`config.mk`:
```
export PLATFORM = sky130hd
export DESIGN_NAME = grid_target_renderer
export DESIGN_NICKNAME = d
export VERILOG_FILES = /design/src/rtl/grid_target_renderer_pkg.sv /design/src/rtl/grid_target_renderer_cell.sv /design/src/rtl/grid_target_renderer.sv
export SDC_FILE = /design/constraint.sdc
export NUM_CORES = 1
export LEC_CHECK = 0
export ABC_CLOCK_PERIOD_IN_PS = 6600
export CELL_PAD_IN_SITES_DETAIL_PLACEMENT = 0
export CELL_PAD_IN_SITES_GLOBAL_PLACEMENT = 2
export CORE_MARGIN = 2
export CORE_UTILIZATION = 40
export CTS_BUF_LIST = sky130_fd_sc_hd__clkbuf_4 sky130_fd_sc_hd__clkbuf_8
export DETAILED_ROUTE_END_ITERATION = 12
export GPL_ROUTABILITY_DRIVEN = 0
export HOLD_SLACK_MARGIN = 0.02
export PLACE_DENSITY = 0.94
export SLEW_MARGIN = 5
export SYNTH_ARGS = -nofsm -noshare
export SYNTH_HDL_FRONTEND = slang
export SYNTH_SLANG_ARGS = --single-unit
```
`constraint.sdc`:
```
create_clock -name CLK -period 6.6 [get_ports CLK]
set_clock_uncertainty 0.1 [all_clocks]
set_input_delay 0.99 -clock CLK [delete_from_list [all_inputs] [get_ports CLK]]
set_output_delay 0.99 -clock CLK [all_outputs]
set_load 0.005 [all_outputs]
```
`src/rtl/grid_target_renderer_pkg.sv`:
```
// grid_pkg: shared types and constants for grid_target_renderer.
//   cell_state_t : per-cell display state
//   RGB_*        : 12-bit {R,G,B} colour per state
//   cell_lo()    : first pixel coordinate of a cell along one axis
package grid_pkg;

    typedef enum logic [1:0] {
        ST_OFF   = 2'd0,
        ST_ARMED = 2'd1,
        ST_HIT   = 2'd2,
        ST_MISS  = 2'd3
    } cell_state_t;

    // Cell index width; covers the 8x8 maximum grid.
    localparam int IDX_W = 6;

    localparam logic [11:0] RGB_BLACK = 12'h000;
    localparam logic [11:0] RGB_OFF   = 12'hF00;
    localparam logic [11:0] RGB_ARMED = 12'hFF0;
    localparam logic [11:0] RGB_HIT   = 12'h0F0;
    localparam logic [11:0] RGB_MISS  = 12'hF0F;

    function automatic int cell_lo(input int idx, input int origin, input int pitch);
        return origin + idx * pitch;
    endfunction

endpackage

```
`src/rtl/grid_target_renderer_cell.sv`:
```
// grid_cell: one grid cell's hit edge detector, pending flag, state machine
// and flash counter. All state moves only on i_frame (vertical blank).
//   CLK, RST    : clock, async active-high reset
//   i_frame     : start-of-vblank pulse
//   i_target    : target request level for this cell
//   i_hit       : hit level for this cell
//   o_state     : current cell state
//   o_blink     : flash counter bit 2 (MISS blink phase)
//   o_hit_evt   : high in the i_frame cycle in which the cell enters HIT
module grid_cell
    import grid_pkg::*;
#(
    parameter int FLASH_FRAMES = 30
) (
    input  logic        CLK,
    input  logic        RST,
    input  logic        i_frame,
    input  logic        i_target,
    input  logic        i_hit,
    output cell_state_t o_state,
    output logic        o_blink,
    output logic        o_hit_evt
);

    logic        r_prev_hit;
    logic        r_pending;
    logic [7:0]  r_cnt;
    cell_state_t r_state;
    logic        w_rise;

    assign w_rise    = i_hit & ~r_prev_hit;
    assign o_state   = r_state;
    assign o_blink   = r_cnt[2];
    assign o_hit_evt = i_frame & (r_state == ST_ARMED) & r_pending;

    always_ff @(posedge CLK or posedge RST) begin
        if (RST) begin
            r_prev_hit <= 1'b0;
            r_pending  <= 1'b0;
            r_cnt      <= 8'd0;
            r_state    <= ST_OFF;
        end else begin
            r_prev_hit <= i_hit;
            if (i_frame) begin
                // Pending is consumed (or discarded during a flash) here; an
                // edge in this same cycle carries into the next frame.
                r_pending <= w_rise;
                case (r_state)
                    ST_OFF: begin
                        if (r_pending) begin
                            r_state <= ST_MISS;
                            r_cnt   <= 8'(FLASH_FRAMES - 1);
                        end else if (i_target) begin
                            r_state <= ST_ARMED;
                        end
                    end
                    ST_ARMED: begin
                        if (r_pending) begin
                            r_state <= ST_HIT;
                            r_cnt   <= 8'(FLASH_FRAMES - 1);
                        end else if (!i_target) begin
                            r_state <= ST_OFF;
                        end
                    end
                    default: begin
                        if (r_cnt == 8'd0) r_state <= i_target ? ST_ARMED : ST_OFF;
                        else               r_cnt   <= r_cnt - 8'd1;
                    end
                endcase
            end else if (w_rise) begin
                r_pending <= 1'b1;
            end
        end
    end

endmodule

```
`src/rtl/grid_target_renderer.sv`:
```
// grid_target_renderer: draws a COLS x ROWS grid of target cells onto the
// 640x480 pixel stream with two pix_stb pipeline stages, and keeps a
// saturating hit score.
//   CLK, RST            : 100 MHz clock, async active-high reset
//   i_pix_stb           : pixel enable; pixel pipeline advances only on it
//   i_x, i_y            : current pixel coordinate
//   i_frame             : start-of-vblank pulse
//   i_target, i_hit     : per-cell target / hit levels (index row*COLS+col)
//   o_r, o_g, o_b       : registered colour, 2 strobes after the pixel
//   o_score             : hit count, saturating at 255
module grid_target_renderer
    import grid_pkg::*;
#(
    parameter  int COLS         = 3,
    parameter  int ROWS         = 3,
    parameter  int ORIGIN_X     = 100,
    parameter  int ORIGIN_Y     = 60,
    parameter  int CELL_W       = 80,
    parameter  int CELL_H       = 80,
    parameter  int PITCH_X      = 180,
    parameter  int PITCH_Y      = 140,
    parameter  bit CENTER_MASK  = 1'b1,
    parameter  int FLASH_FRAMES = 30,
    localparam int N            = COLS * ROWS
) (
    input  logic         CLK,
    input  logic         RST,
    input  logic         i_pix_stb,
    input  logic [9:0]   i_x,
    input  logic [8:0]   i_y,
    input  logic         i_frame,
    input  logic [N-1:0] i_target,
    input  logic [N-1:0] i_hit,
    output logic [3:0]   o_r,
    output logic [3:0]   o_g,
    output logic [3:0]   o_b,
    output logic [7:0]   o_score
);

    localparam bit HAS_CENTER = CENTER_MASK && (COLS % 2 == 1) && (ROWS % 2 == 1);
    localparam int CENTER_IDX = (ROWS / 2) * COLS + (COLS / 2);

    cell_state_t w_state [N];
    logic [N-1:0] w_blink;
    logic [N-1:0] w_evt;

    for (genvar gi = 0; gi < N; gi++) begin : g_cell
        if (HAS_CENTER && gi == CENTER_IDX) begin : g_mask
            // Masked centre: permanently OFF, inputs ignored.
            logic w_unused_in;
            assign w_unused_in = i_target[gi] ^ i_hit[gi];
            assign w_state[gi] = ST_OFF;
            assign w_blink[gi] = 1'b0;
            assign w_evt[gi]   = 1'b0;
        end else begin : g_live
            grid_cell #(.FLASH_FRAMES(FLASH_FRAMES)) u_cell (
                .CLK      (CLK),
                .RST      (RST),
                .i_frame  (i_frame),
                .i_target (i_target[gi]),
                .i_hit    (i_hit[gi]),
                .o_state  (w_state[gi]),
                .o_blink  (w_blink[gi]),
                .o_hit_evt(w_evt[gi])
            );
        end
    end

    // Stage 1: locate the cell under (i_x, i_y) by constant-bound compares.
    logic             w_col_hit, w_row_hit, w_inside;
    logic [2:0]       w_col, w_row;
    logic [IDX_W-1:0] w_idx;

    always_comb begin
        w_col_hit = 1'b0;
        w_row_hit = 1'b0;
        w_col     = 3'd0;
        w_row     = 3'd0;
        for (int c = 0; c < COLS; c++) begin
            if (int'(i_x) >= cell_lo(c, ORIGIN_X, PITCH_X) &&
                int'(i_x) <  cell_lo(c, ORIGIN_X, PITCH_X) + CELL_W) begin
                w_col_hit = 1'b1;
                w_col     = 3'(c);
            end
        end
        for (int r = 0; r < ROWS; r++) begin
            if (int'(i_y) >= cell_lo(r, ORIGIN_Y, PITCH_Y) &&
                int'(i_y) <  cell_lo(r, ORIGIN_Y, PITCH_Y) + CELL_H) begin
                w_row_hit = 1'b1;
                w_row     = 3'(r);
            end
        end
        w_idx    = IDX_W'(int'(w_row) * COLS + int'(w_col));
        w_inside = w_col_hit && w_row_hit &&
                   !(HAS_CENTER && w_idx == IDX_W'(CENTER_IDX));
    end

    logic             r_inside;
    logic [IDX_W-1:0] r_idx;
    logic [11:0]      r_rgb;

    // Stage 2: colour from the selected cell's state.
    cell_state_t w_sel_state;
    logic        w_sel_blink;
    logic [11:0] w_rgb;

    always_comb begin
        w_sel_state = ST_OFF;
        w_sel_blink = 1'b0;
        for (int i = 0; i < N; i++) begin
            if (r_idx == IDX_W'(i)) begin
                w_sel_state = w_state[i];
                w_sel_blink = w_blink[i];
            end
        end
        w_rgb = RGB_BLACK;
        if (r_inside) begin
            case (w_sel_state)
                ST_OFF:   w_rgb = RGB_OFF;
                ST_ARMED: w_rgb = RGB_ARMED;
                ST_HIT:   w_rgb = RGB_HIT;
                default:  w_rgb = w_sel_blink ? RGB_BLACK : RGB_MISS;
            endcase
        end
    end

    always_ff @(posedge CLK or posedge RST) begin
        if (RST) begin
            r_inside <= 1'b0;
            r_idx    <= '0;
            r_rgb    <= RGB_BLACK;
        end else if (i_pix_stb) begin
            r_inside <= w_inside;
            r_idx    <= w_idx;
            r_rgb    <= w_rgb;
        end
    end

    assign o_r = r_rgb[11:8];
    assign o_g = r_rgb[7:4];
    assign o_b = r_rgb[3:0];

    // Score: add this frame's new hits, clamp at 255 (max 64 per frame).
    logic [6:0] w_nhit;
    logic [8:0] w_sum;
    logic [7:0] r_score;

    always_comb begin
        w_nhit = 7'd0;
        for (int i = 0; i < N; i++) w_nhit = w_nhit + 7'(w_evt[i]);
        w_sum = {1'b0, r_score} + {2'b00, w_nhit};
    end

    always_ff @(posedge CLK or posedge RST) begin
        if (RST)          r_score <= 8'd0;
        else if (i_frame) r_score <= w_sum[8] ? 8'hFF : w_sum[7:0];
    end

    assign o_score = r_score;

endmodule

```
After elaboration in Yosys (flattened, before gate mapping):

Cells that the tools add are included.

* flip-flop bits (word level): 123
* input bits: 41
* output and inout bits: 20

* add/sub/neg operators: 17
* multipliers: 1
* $lt $le $gt $ge: 12
* eq/ne operators: 51
* mux-type cells: 128
* bitwise operators: 32
* reduce and logical (&&, ||, !) cells: 67

Operators with widths (number)
* two-way mux 8 bit: 25
* two-way mux 2 bit: 49
* zero test 8 bit: 8
* subtractor 8 x 1 -> 8 bit (second input constant): 8
* != test 3 x 2 -> 1 bit (second input constant): 16
* two-way mux 1 bit: 41
* case mux 12 bit (3 select lines): 1
* case mux 2 bit (2 select lines): 8
* AND reduction 4 bit: 8
* equality test 6 x 3 -> 1 bit (second input constant): 5
* bitwise AND 1 bit: 24
* two-way mux 12 bit: 2
* AND reduction 3 bit: 8
* nonzero test 3 bit: 8
* >= comparator 10 x 9 -> 1 bit (second input constant): 2
* equality test 2 x 1 -> 1 bit (second input constant): 9
* zero test 2 bit: 9
* less-than comparator 9 bit (second input constant): 2
* != test 2 x 1 -> 1 bit (second input constant): 8
* != test 2 bit (second input constant): 8
* nonzero test 2 bit: 8
* OR reduction 2 bit: 8
* equality test 6 x 2 -> 1 bit (second input constant): 2
* >= comparator 10 x 7 -> 1 bit (second input constant): 1
* 25 further kinds: 40

Depth between registers and ports, before layout:

* depth after elaboration: 13
* mapped depth: 16

Modules after synthesis:

Synthesis repeated with hierarchy kept, for this count alone.

* cell total of the unflattened synthesis: 720
* area total of the unflattened synthesis: 7130.6 µm²

Modules (own cells, without submodules)
* grid_cell: times used 8, cells each 68, area each 693.2 µm², sequential area each 300.3 µm²
* grid_target_renderer: times used 1, cells each 176, area each 1585.3 µm², sequential area each 400.4 µm²

Worst setup path after synthesis:

No wires, ideal clock.

* path type: input -> register
* from: input i_frame
* to: register r_score[7], in the netlist o_score[7]
* library setup time: 0.125 ns
* arrival time: 4.885 ns
* required time: 6.375 ns
* setup slack: 1.490 ns
* stages: 16
* buffers on the path: 3
* path through: buf_2 clkbuf_1 clkbuf_1 and3_1 fa_1 inv_1 fa_1 inv_1 fa_1 fa_1 fa_1 a21o_1 a21oi_1 nor3b_1 nor4bb_1 nor2_1

* cells in the longest elaborated chain, start to end: 11

RTL lines
* start: declaration: RTL line grid_target_renderer.sv:31 `input logic i_frame,`
* bitwise AND 1 bit (2 in series): RTL line grid_target_renderer_cell.sv:34 `assign o_hit_evt = i_frame & (r_state == ST_ARMED) & r_pending;`
* adder 1 x 1 -> 2 bit: RTL line grid_target_renderer.sv:150 `for (int i = 0; i < N; i++) w_nhit = w_nhit + 7'(w_evt[i]);`
* adder 2 x 1 -> 3 bit: RTL line grid_target_renderer.sv:150
* adder 3 x 1 -> 4 bit: RTL line grid_target_renderer.sv:150
* adder 4 x 1 -> 5 bit: RTL line grid_target_renderer.sv:150
* adder 5 x 1 -> 6 bit: RTL line grid_target_renderer.sv:150
* adder 6 x 1 -> 7 bit: RTL line grid_target_renderer.sv:150
* adder 7 x 1 -> 7 bit: RTL line grid_target_renderer.sv:150
* adder 8 x 7 -> 9 bit: RTL line grid_target_renderer.sv:151 `w_sum = {1'b0, r_score} + {2'b00, w_nhit};`
* two-way mux 8 bit: RTL line grid_target_renderer.sv:156 `else if (i_frame) r_score <= w_sum[8] ? 8'hFF : w_sum[7:0];`
* end signal: assignment: RTL line grid_target_renderer.sv:156
* end: declaration: RTL line grid_target_renderer.sv:146 `logic [7:0] r_score;`

Several ways; a longest one is shown, not always the timed one.
A chain may end at the register's enable or synchronous reset.

Final worst setup path:

Same ends and word-level chain as after synthesis.

==> impl_metrics.tcl <==
set metrics [dict create \
    ys_seq_elements 112 \
    cts_num_sinks 112 \
    nets 827 \
    most_area_consuming_cells_after_synthesis "dfrtp_1, ha_1, nand2_1, nor2_1, xor2_1" \
    required_ps 6780 \
    fin_util_pct 46.4 \
    cap_viol_max_count 0 \
    whs_path_depth 1 \
    postSynthNetCount 786 \
    grt.overflow.total 0 \
    drt_iter0_markers 260 \
    outcome "completed" \
    antenna_cells_inserted 0 \
    syn-instance-count 711 \
    hold_start "g_cell[3].g_live.u_cell.r_prev_hit$_DFF_PP0_" \
    htree_num_levels 3 \
    setup_viol 0 \
    timing.reg2reg.worst_path_depth 14 \
    floorplan.die.width_um 132 \
    netlist_area_mm2 0.00654 \
    critical_path_peak_fanout 5 \
    post_cts.resized_instances 0 \
    synth.avg_cell_area_um2 9.19 \
    drcViolationCount 0 \
    end_of_the_worst_register_to_register_path "o_score[7]$_DFFE_PP0P_" \
    post-synth-top-area-cell "dfrtp_1" \
    netlist-cell-type-count 63 \
    grt_first_pass_wirelength_um 24600 \
    groute.usage.overall_pct 17.1 \
    clk_path_buf_depth 2 \
    place_hpwl_um 10300 \
    hold_path_class "reg2reg" \
    drt_pass1_iterations 4 \
    fin_ws_ps 1740 \
    place_ws_ps 1300 \
    dieArea_mm2 0.0174 \
    timing.slew.headroom_pct 50.5 \
    finalWirelength_um 14400 \
    synth_flop_cell "dfrtp_1" \
    report.final.hold_viol_count 0 \
    start_util_pct 41.0 \
    worst_setup_path_startpoint "i_frame" \
    cp-end-kind "flip-flop" \
    setup.reg_to_reg.worst_slack_ps 1930 \
    synthToLayoutAreaGrowth_pct 13.2 \
    crit_arrival_ps 5050 \
    fmaxAchievable_ghz 0.206 \
    antenna_found_initial 0 \
    worst_r2r_startpoint "g_cell[0].g_live.u_cell.o_state[1]$_DFFE_PP0P_" \
    vias_in_the_first_global_route 5206 \
    die_h_um 132 \
    number_of_post_cts_setup_repair_buffers 0 \
    post-route-period-util_pct 73.7 \
    synth_async_sr_flop_share_pct 100 \
    cts_inserted_buffers 9 \
    floorplan.io_pins 61 \
    route.vias.total 5364 \
    std_cell_rows 46 \
    slew_viol_final 0 \
    setup_repair_after_global_routing_missed_its_margin "false" \
    total_leakage_power_nw 3.18 \
    routedWlPerCell_um 14.9 \
    route.detailed.vias_per_inst 5.52 \
    pwr_density_cell_mw_per_mm2 337 \
    drtAntennaViolNets 0 \
    synth-seq-area-share_pct 42.9 \
    final_layout_size_suffix_gt1_share_pct 4.63 \
    fin_tns_setup_ps 0 \
    synthDominantCellAreaShare_pct 42.9 \
    timing_worst_setup_path_type "in2reg" \
    hold_critical_path_endpoint "g_cell[3].g_live.u_cell.r_pending$_DFFE_PP0P_" \
    clock_latency_ps 390 \
    clk_root_buffer_cell "clkbuf_8" \
    post_cts_hold_buffer_count 0 \
    worst-slew-pin-transition_ps 742 \
    min_period_ps 4860 \
    path_clk_slew_ps 100 \
    stdcell_area_mm2 0.00740 \
    synth_edf_count 0 \
    synth_warnings 0 \
    io_buffer_count 54 \
    detailed_place.area_mm2 0.00723 \
    irDropWorstVdd_mv 0.132 \
    holdWs_ps 313 \
    core_area_mm2 0.0159 \
    grt_start_max_net_pins 61 \
    clock_tree_from_tritoncts "yes" \
    crit_path_start_kind "input port" \
]
## area by class of cell
cell class	count	area [µm²]
repair buffers	58	566
inverters	45	171
clock buffers	12	153
fillers	1535	8540
well taps	216	270
flip-flops and latches	112	2800
clock inverters	3	18.8
multi-input cells	526	3420
## power by group
part	leakage [nW]	total [mW]	internal [mW]	switching, mW
clock	0.0930	0.388	0.154	0.234
sequential	1.35	1.23	0.924	0.306
combinational	1.74	0.873	0.434	0.439
total	3.18	2.49	1.51	0.978
## layout by cell type, fill, tap and decap left out, types with 5 or more instances in the layout
cell type / netlist / routed
dfrtp_1: 112 / 112
nand2_1: 75 / 75
nor2_1: 66 / 66
clkdlybuf4s50_1: 0 / 53
inv_1: 44 / 43
o21ai_0: 40 / 40
a21oi_1: 37 / 37
nand3_1: 32 / 32
ha_1: 28 / 28
xor2_1: 27 / 27
o22ai_1: 21 / 21
nor4_1: 15 / 15
and2_1: 13 / 13
and3_1: 13 / 13
nand2b_1: 11 / 11
mux2i_1: 10 / 10
clkbuf_8: 0 / 10
nor3b_1: 9 / 9
nor3_1: 9 / 9
or3_1: 9 / 9
a22o_1: 9 / 9
o211ai_1: 8 / 8
a31oi_1: 7 / 7
o31ai_1: 6 / 6
nand4b_1: 6 / 6
nand4_1: 6 / 6
fa_1: 6 / 6
nor2b_1: 5 / 5
a41oi_1: 5 / 5
xnor2_1: 5 / 5
a311oi_1: 5 / 5
## logic make-up (layout without fill, tap and decap cells)
group | after synthesis | after routing | share of synthesized area (%)
DFF | 112 | 112 | 42.9
adders and majority gates | 34 | 34 | 7.20
xor gates and xnor gates | 32 | 32 | 4.29
muxes | 14 | 14 | 2.74
buffers and inverters | 73 | 118 | 4.82
and+or+nand+nor | 285 | 285 | 22.1
AOI/OAI and AO/OA | 161 | 161 | 16.0
## synth_stat cells, types with 9 or more instances
master / number
nand2b_1: 11
nand2_1: 75
nand3_1: 32
mux2i_1: 10
nor4_1: 15
nor2_1: 66
and2_1: 13
a21oi_1: 37
clkbuf_1: 12
xor2_1: 27
nor3b_1: 9
o21ai_0: 40
inv_1: 44
nor3_1: 9
ha_1: 28
a22o_1: 9
buf_4: 9
or3_1: 9
and3_1: 13
dfrtp_1: 112
o22ai_1: 21
## sequential cells by signal, indices dropped and copies added, names as in the netlist
signal,cells
g_cell.g_live.u_cell.o_state,16
g_cell.g_live.u_cell.r_cnt,64
g_cell.g_live.u_cell.r_pending,8
g_cell.g_live.u_cell.r_prev_hit,8
o_score,8
r_idx,4
r_inside,1
r_rgb,3
## per-layer routing
layer / GRT usage, % / vias to the layer above / part of all wire, %
li1: - / 2610 / -
met1: 22.6 / 2641 / 47
met2: 28.0 / 100 / 47
met4: 6.40 / 0 / 1.6
met5: 0 / - / 0
met3: 3.11 / 13 / 4.1
## how the worst max path moves through the flow
| stage | endpoint | slack [ps] | cells past startpoint |
|---|---|---|---|
| floorplan | o_score[7]$_DFFE_PP0P_ | 1490 | 16 |
| global placement | o_score[3]$_DFFE_PP0P_ | 1380 | 16 |
| detailed placement | o_score[7]$_DFFE_PP0P_ | 1300 | 16 |
| CTS | o_score[7]$_DFFE_PP0P_ | 1720 | 16 |
| global route | o_score[3]$_DFFE_PP0P_ | 1530 | 16 |
| finish | o_score[7]$_DFFE_PP0P_ | 1740 | 16 |
## metrics by stage
step	cells	total power [mW]
after floorplan	711	1.83
after global placement	957	2.06
after detailed placement	957	2.12
after CTS	972	2.51
after global routing	972	2.71
final	972	2.49
## critical path, cell delays in order
cell      delay (ps)
buf_2            130
inv_1             60
nor3_1           460
and2_1           240
fa_1             420
inv_1             90
fa_1             380
inv_1             90
fa_1             430
fa_1             470
fa_1             420
a21o_1           190
a21oi_1          180
nor3b_1          130
nor4bb_1         300
nor2_1            60
Note: power is estimated with default switching activity, not from simulation.
